==> config.mk <==
export PLATFORM = sky130hd
export DESIGN_NAME = pal576i_line_counter_flat
export DESIGN_NICKNAME = d
export VERILOG_FILES = /design/src/rtl/pal576i_line_counter_if.sv /design/src/rtl/pal576i_line_counter.sv /design/src/flat_wrapper.sv
export SDC_FILE = /design/constraint.sdc
export NUM_CORES = 1
export LEC_CHECK = 0
export CAP_MARGIN = 5
export CORE_MARGIN = 1
export CORE_UTILIZATION = 40
export DETAILED_ROUTE_END_ITERATION = 10
export SLEW_MARGIN = 20
export SYNTH_ARGS = -nofsm -noshare
export SYNTH_HDL_FRONTEND = slang
export SYNTH_SLANG_ARGS = --single-unit
==> constraint.sdc <==
create_clock -name clk -period 4.2 [get_ports clk]
set_input_delay 0.84 -clock clk [delete_from_list [all_inputs] [get_ports clk]]
set_output_delay 0.84 -clock clk [all_outputs]
set_load 0.02 [all_outputs]
==> src/rtl/pal576i_line_counter_if.sv <==
// Sync pulses from the PAL 576i sync regenerator and the raster-position status
// produced by the line counter for capture/overlay logic.
interface pal576i_line_counter_if;
    logic        hsync_pulse;
    logic        vsync_pulse;
    logic        field_is_odd;
    logic [12:0] x_count;
    logic [8:0]  line_in_field;
    logic [9:0]  frame_line;
    logic        field_odd;
    logic        field_start;
    logic        active_video;
    logic        locked;

    modport master (
        output hsync_pulse, vsync_pulse, field_is_odd,
        input  x_count, line_in_field, frame_line, field_odd, field_start, active_video,
               locked
    );

    modport slave (
        input  hsync_pulse, vsync_pulse, field_is_odd,
        output x_count, line_in_field, frame_line, field_odd, field_start, active_video,
               locked
    );
endinterface

==> src/rtl/pal576i_line_counter.sv <==
// Tracks PAL 576i raster position from regenerated sync pulses and derives the active-video
// window, a field-start pulse and a lock status.
module pal576i_line_counter #(
    parameter int unsigned CLK_PER_LINE    = 5184,
    parameter int unsigned ACTIVE_X_START  = 851,
    parameter int unsigned ACTIVE_WIDTH    = 4212,
    parameter int unsigned MAX_FIELD_LINES = 320,
    parameter int unsigned LOCK_FIELDS     = 2
) (
    input logic                   clk,
    input logic                   reset,
    pal576i_line_counter_if.slave sync
);

    localparam int unsigned XLossRaw = 2 * CLK_PER_LINE;
    // Two missing lines would overflow the 13-bit counter, so the loss limit caps at 8191.
    localparam logic [12:0] XLossLim = (XLossRaw > 8191) ? 13'h1fff : 13'(XLossRaw);
    localparam logic [12:0] XStart   = 13'(ACTIVE_X_START);
    localparam logic [12:0] XEnd     = 13'(ACTIVE_X_START + ACTIVE_WIDTH);
    localparam logic [8:0]  MaxLines = 9'(MAX_FIELD_LINES);
    localparam logic [3:0]  LockCnt  = 4'(LOCK_FIELDS);

    typedef enum logic [1:0] {StUnlocked, StAcquire, StLocked} state_e;

    state_e      state_q, state_d;
    logic [12:0] x_q;
    logic [8:0]  line_q, line_d;
    logic [9:0]  frame_q, frame_d, frame_sum;
    logic        odd_q, odd_d;
    logic        pend_q, vs_d1_q, par_next_q, prev_par_q;
    logic        fs_q, act_q, act_d;
    logic [3:0]  good_q, good_d, good_inc;
    logic        field_end, field_good, x_max, frame_in_window;

    assign field_end  = sync.hsync_pulse & pend_q;
    assign field_good = field_end && (line_q == 9'd312 || line_q == 9'd313) &&
                        (par_next_q != prev_par_q);
    assign x_max      = (x_q == 13'h1fff);
    assign good_inc   = good_q + 4'd1;

    always_comb begin
        line_d = line_q;
        odd_d  = odd_q;
        if (sync.hsync_pulse) begin
            if (pend_q) begin
                line_d = 9'd1;
                odd_d  = par_next_q;
            end else if (line_q != 9'h1ff) begin
                line_d = line_q + 9'd1;
            end
        end
        frame_sum = odd_d ? {1'b0, line_d} : {1'b0, line_d} + 10'd313;
        frame_d   = (frame_sum > 10'd625) ? 10'd625 : frame_sum;
    end

    always_comb begin
        state_d = state_q;
        good_d  = good_q;
        unique case (state_q)
            StUnlocked: begin
                if (sync.vsync_pulse) begin
                    good_d  = 4'd0;
                    state_d = StAcquire;
                end
            end
            StAcquire: begin
                if (field_end) begin
                    if (field_good) begin
                        good_d = good_inc;
                        if (good_inc >= LockCnt) state_d = StLocked;
                    end else begin
                        good_d = 4'd0;
                    end
                end
            end
            StLocked: begin
                if ((field_end && !field_good) || (line_q > MaxLines) || (x_q >= XLossLim)) begin
                    state_d = StUnlocked;
                end
            end
            default: state_d = StUnlocked;
        endcase
        if (x_max) state_d = StUnlocked;
    end

    always_comb begin
        frame_in_window = ((frame_q >= 10'd23) && (frame_q <= 10'd310)) ||
                          ((frame_q >= 10'd336) && (frame_q <= 10'd623));
        act_d = (state_q == StLocked) && (x_q >= XStart) && (x_q < XEnd) && frame_in_window;
    end

    always_ff @(posedge clk or posedge reset) begin
        if (reset) begin
            state_q    <= StUnlocked;
            x_q        <= 13'd0;
            line_q     <= 9'd0;
            frame_q    <= 10'd0;
            odd_q      <= 1'b0;
            pend_q     <= 1'b0;
            vs_d1_q    <= 1'b0;
            par_next_q <= 1'b0;
            prev_par_q <= 1'b0;
            fs_q       <= 1'b0;
            act_q      <= 1'b0;
            good_q     <= 4'd0;
        end else begin
            if (sync.hsync_pulse) begin
                x_q <= 13'd0;
            end else if (!x_max) begin
                x_q <= x_q + 13'd1;
            end
            // A vsync coincident with hsync stays pending for the following line start.
            pend_q  <= sync.vsync_pulse | (pend_q & ~sync.hsync_pulse);
            vs_d1_q <= sync.vsync_pulse;
            if (vs_d1_q) par_next_q <= sync.field_is_odd;
            if (field_end) prev_par_q <= par_next_q;
            line_q <= line_d;
            odd_q  <= odd_d;
            if (sync.hsync_pulse) frame_q <= frame_d;
            fs_q    <= field_end;
            act_q   <= act_d;
            state_q <= state_d;
            good_q  <= good_d;
        end
    end

    assign sync.x_count       = x_q;
    assign sync.line_in_field = line_q;
    assign sync.frame_line    = frame_q;
    assign sync.field_odd     = odd_q;
    assign sync.field_start   = fs_q;
    assign sync.active_video  = act_q;
    assign sync.locked        = (state_q == StLocked);

endmodule

==> src/flat_wrapper.sv <==
// flat-port wrapper written by rule: the top's interface ports become plain ports
module pal576i_line_counter_flat 
#(
    parameter int unsigned CLK_PER_LINE    = 5184,
    parameter int unsigned ACTIVE_X_START  = 851,
    parameter int unsigned ACTIVE_WIDTH    = 4212,
    parameter int unsigned MAX_FIELD_LINES = 320,
    parameter int unsigned LOCK_FIELDS     = 2
)
  (clk, reset, sync_hsync_pulse, sync_vsync_pulse, sync_field_is_odd, sync_x_count, sync_line_in_field, sync_frame_line, sync_field_odd, sync_field_start, sync_active_video, sync_locked);
  pal576i_line_counter_if sync_i ();
  input logic clk;
  input logic reset;
  input wire logic [$bits(sync_i.hsync_pulse)-1:0] sync_hsync_pulse;
  input wire logic [$bits(sync_i.vsync_pulse)-1:0] sync_vsync_pulse;
  input wire logic [$bits(sync_i.field_is_odd)-1:0] sync_field_is_odd;
  output wire logic [$bits(sync_i.x_count)-1:0] sync_x_count;
  output wire logic [$bits(sync_i.line_in_field)-1:0] sync_line_in_field;
  output wire logic [$bits(sync_i.frame_line)-1:0] sync_frame_line;
  output wire logic [$bits(sync_i.field_odd)-1:0] sync_field_odd;
  output wire logic [$bits(sync_i.field_start)-1:0] sync_field_start;
  output wire logic [$bits(sync_i.active_video)-1:0] sync_active_video;
  output wire logic [$bits(sync_i.locked)-1:0] sync_locked;
  assign sync_i.hsync_pulse = sync_hsync_pulse;
  assign sync_i.vsync_pulse = sync_vsync_pulse;
  assign sync_i.field_is_odd = sync_field_is_odd;
  assign sync_x_count = sync_i.x_count;
  assign sync_line_in_field = sync_i.line_in_field;
  assign sync_frame_line = sync_i.frame_line;
  assign sync_field_odd = sync_i.field_odd;
  assign sync_field_start = sync_i.field_start;
  assign sync_active_video = sync_i.active_video;
  assign sync_locked = sync_i.locked;
  pal576i_line_counter #(.CLK_PER_LINE(CLK_PER_LINE), .ACTIVE_X_START(ACTIVE_X_START), .ACTIVE_WIDTH(ACTIVE_WIDTH), .MAX_FIELD_LINES(MAX_FIELD_LINES), .LOCK_FIELDS(LOCK_FIELDS)) u_core (.clk(clk), .reset(reset), .sync(sync_i));
endmodule
==> key figures <==
Worst setup path
  • Worst-path maximum fanout: 33
  • Worst setup EP type: register
  • Critical path type: input pin to register
  • CP Data Required Time: 4400 ps
  • CP Launch Type: input pin
  • Worst EP arrival: roughly 3700 ps

Detailed routing
  • Post-route DRC: 0
  • Via count: 2534
  • WL/cell: around 15 microns
  • M1 WL: around 3200 microns
  • WL met2: 3440 microns
  • Final wirelength: about 7000 microns
  • Drt initial violations: approximately 150
  • Top Layer Used: met4
  • DRT Pass-1 Iters: 4
  • Routed Antenna Nets: 0
  • WL met3: about 240 microns
  • Vias/cell: between 5 and 6

Floorplanning
  • Initial Utilization: between 40% and 50%
  • Die X-Extent: between 80 and 90 microns
  • Die Y: approximately 86 microns
  • Rows: 30
  • Placeable Area: approximately 0.0068 sq mm
  • IO Pins: 41
  • Die Area: about 0.0074 sq mm

Run
  • Max_cap viols: 0

Timing
  • Min Tclk post-route: about 3500 ps
  • Worst Clk Skew: between 5 and 6 ps
  • Hold Slack: between 500 and 600 ps
  • Setup tns final: 0 ps
  • Final Hold Fails: 0
  • Setup-violating endpoint count in the final report: 0
  • Period utilization: just over 80%
  • F_max: around 0.29 GHz
  • RSZ-0062 raised after global routing: false
  • Worst slew pin tran: between 900 and 1000 ps
  • Slew margin rel.: between 30% and 40%
  • Fin. max-slew vios: 0

Logic synthesis
  • Syn avg cell area: 8.817 sq um
  • Yosys cell types: about 60
  • Number of flops mapped to enable cells by yosys: 0
  • Cell taking the most area after synthesis: dfrtp_1
  • Syn. warnings: 0
  • Async SR Flop Fraction: between 90% and 100%
  • Predominant post-synthesis flop cell: dfrtp_1
  • Area fraction of the dominant cell type after synthesis: 39.91%
  • Yosys reg bits: 45
  • Post-synthesis sequential area ratio: ~40%
  • Syn nets: between 300 and 400
  • Post-Synthesis Cells: 320
  • Top cells by area, synth: dfrtp_1 40%, nor2_1 4.5%, o21ai_0 3.9%
  • Post-Syn Area: approximately 0.0028 sq mm

CTS
  • Clk_lat worst skew: 310 ps
  • Hold Buf Count CTS: 0
  • Clock sinks: 45
  • Post_cts resized: 0
  • Root Buffer: clkbuf_8
  • Clock Path Buffers: 2
  • CTS tree: done
  • Setup bufs post-CTS: 0
  • Number of buffers created by CTS: 5
  • Clock transition at path regs: roughly 90 ps
  • CTS H-Tree Depth: 2

Cells and area
  • Commonest cells after routing, fill and taps aside: 45 x dfrtp_1, 40 x clkdlybuf4s50_1, 34 x nor2_1, 25 x nand2_1, 22 x o21ai_0
  • Final Cell Area: about 0.0034 sq mm
  • Nets: around 370
  • Share of cells above drive strength 1: under 10%
  • Fin cells: ~450
  • P&R area growth vs syn: 20.13%
  • Commonest non-fill, non-tap cell in the layout: dfrtp_1
  • Ant diodes: 0

Global routing
  • Antenna violations before repair: 0
  • Pin count of the biggest net entering global routing: 46
  • First-pass GRT wire length: around 12000 microns
  • GRT Util Overall: 20.02%
  • Grt ovf: 0
  • Vias in the first global route: ~2.4k

Placed design
  • Area post-placement: around 0.0033 sq mm
  • Dpl cells: 445
  • Hpwl dp: ~5000 microns
  • PortBufs: 40
  • Final GP Congestion: about 0.9

Power
  • Overall power: 1.111 mW
  • PwrDens: ~330 mW/mm^2
  • Clock power frac: between 20% and 30%
  • Combinational power share: about a quarter
  • Pint: 0.7313 mW
  • Peak VDD IR: 0.2333 mV
  • Reg power frac: 46.8%
  • Switch Pwr: 0.3796 mW
  • Leakage: ~1.4 nW
  • Sw frac: between 30% and 40%

Run status
  • Status: completed

Worst hold path
  • Hold crit path type: register to register
==> per-stage QoR <==
step,setup WS [ps],utilization [%]
global placement,491.1,48.47
CTS,754.2,49.89
detailed placement,424.5,48.47
finish,748.8,49.89
floorplan,990.3,-
global route,486.9,49.89
==> area by class of cell <==
| class | count | area (sq um) |
|---|---|---|
| Multi-Input combinational cell | 240 | 1545 |
| Inverter | 21 | 78.83 |
| Clock inverter | 2 | 13.76 |
| Tap cell | 96 | 120.1 |
| Timing Repair Buffer | 43 | 422.9 |
| Fill cell | 676 | 3405 |
| Clock buffer | 6 | 82.58 |
| Sequential cell | 45 | 1126 |
==> power by group through the flow <==
stage / clock (mW) / sequential, mW / combinational [mW]
2_1_floorplan: 0 / 0.554 / 0.147
3_3_place_gp: 0 / 0.528 / 0.294
3_5_place_dp: 0 / 0.527 / 0.294
4_1_cts: 0.306 / 0.519 / 0.297
5_1_grt: 0.318 / 0.527 / 0.327
6_report: 0.296 / 0.520 / 0.295
==> per-layer routing <==
layer / GRT usage (%) / vias to the layer above
met2: 34.92 / 55
met3: 3.080 / 12
met5: 0 / -
li1: - / 1243
met4: 7.121 / 0
met1: 25.06 / 1224
==> synth_stat cells (2+ instances only) <==
cell type,n
nor3b_1,2
or4_1,2
o2111ai_1,4
o31ai_1,2
a31oi_1,8
o211ai_1,4
a41oi_1,2
clkbuf_1,3
or2_2,2
o21a_1,3
a21oi_1,12
nor2_1,34
nor4_1,7
o211ai_2,2
o21ai_0,22
a211oi_1,7
nand3_1,11
nor3_1,11
nand2_1,25
xor2_1,6
dfrtp_1,45
a21o_1,5
nand4_1,6
and2_1,2
or3_1,6
xnor2_1,11
ha_1,7
and3_1,6
clkinv_1,2
a211o_1,2
buf_2,9
inv_1,18
mux2i_1,3
or3_2,2
==> sequential cells by signal, summed over array words and instances, names as in the netlist <==
| register | count |
|---|---|
| u_core.good_q | 4 |
| u_core.par_next_q | 1 |
| u_core.pend_q | 1 |
| u_core.prev_par_q | 1 |
| u_core.state_q | 2 |
| u_core.sync.active_video | 1 |
| u_core.sync.field_odd | 1 |
| u_core.sync.field_start | 1 |
| u_core.sync.frame_line | 10 |
| u_core.sync.line_in_field | 9 |
| u_core.sync.x_count | 13 |
| u_core.vs_d1_q | 1 |
==> critical path, stage by stage <==
cell and delay (ps):
clkdlybuf4s50_1 580, buf_4 330, nand2_2 210, inv_2 100
a41o_1 210, or2_0 330, or4_4 560, o211ai_2 120
nand2_4 90, a211o_1 280
==> final timing paths <==
kind	cells past startpoint	endpoint	start	slack, ps
max	10	u_core.sync.frame_line[5]$_DFFE_PP0P_	sync_hsync_pulse	750
min	1	u_core.par_next_q$_DFFE_PP0P_	u_core.vs_d1_q$_DFF_PP0_	510
max reg2reg	10	u_core.sync.frame_line[0]$_DFFE_PP0P_	u_core.sync.line_in_field[0]$_DFF_PP0_	780
min reg2reg	1	u_core.par_next_q$_DFFE_PP0P_	u_core.vs_d1_q$_DFF_PP0_	510
max in group asynchronous	2	u_core.sync.frame_line[6]$_DFFE_PP0P_	reset	2550
min in group asynchronous	2	u_core.sync.x_count[5]$_DFFE_PP0P_	reset	1070
==> cells by family after synthesis <==
| group | count (synthesis) | share of synthesized area [%] |
|---|---|---|
| muxes | 4 | 1.463 |
| buffers and inverters | 35 | 5.321 |
| adders and majority gates | 7 | 3.104 |
| DFF | 45 | 39.91 |
| and+or+nand+nor | 129 | 24.35 |
| AOI/OAI and AO/OA | 83 | 20.58 |
| xor gates and xnor gates | 17 | 5.277 |
(Power assumes the default switching activity.)
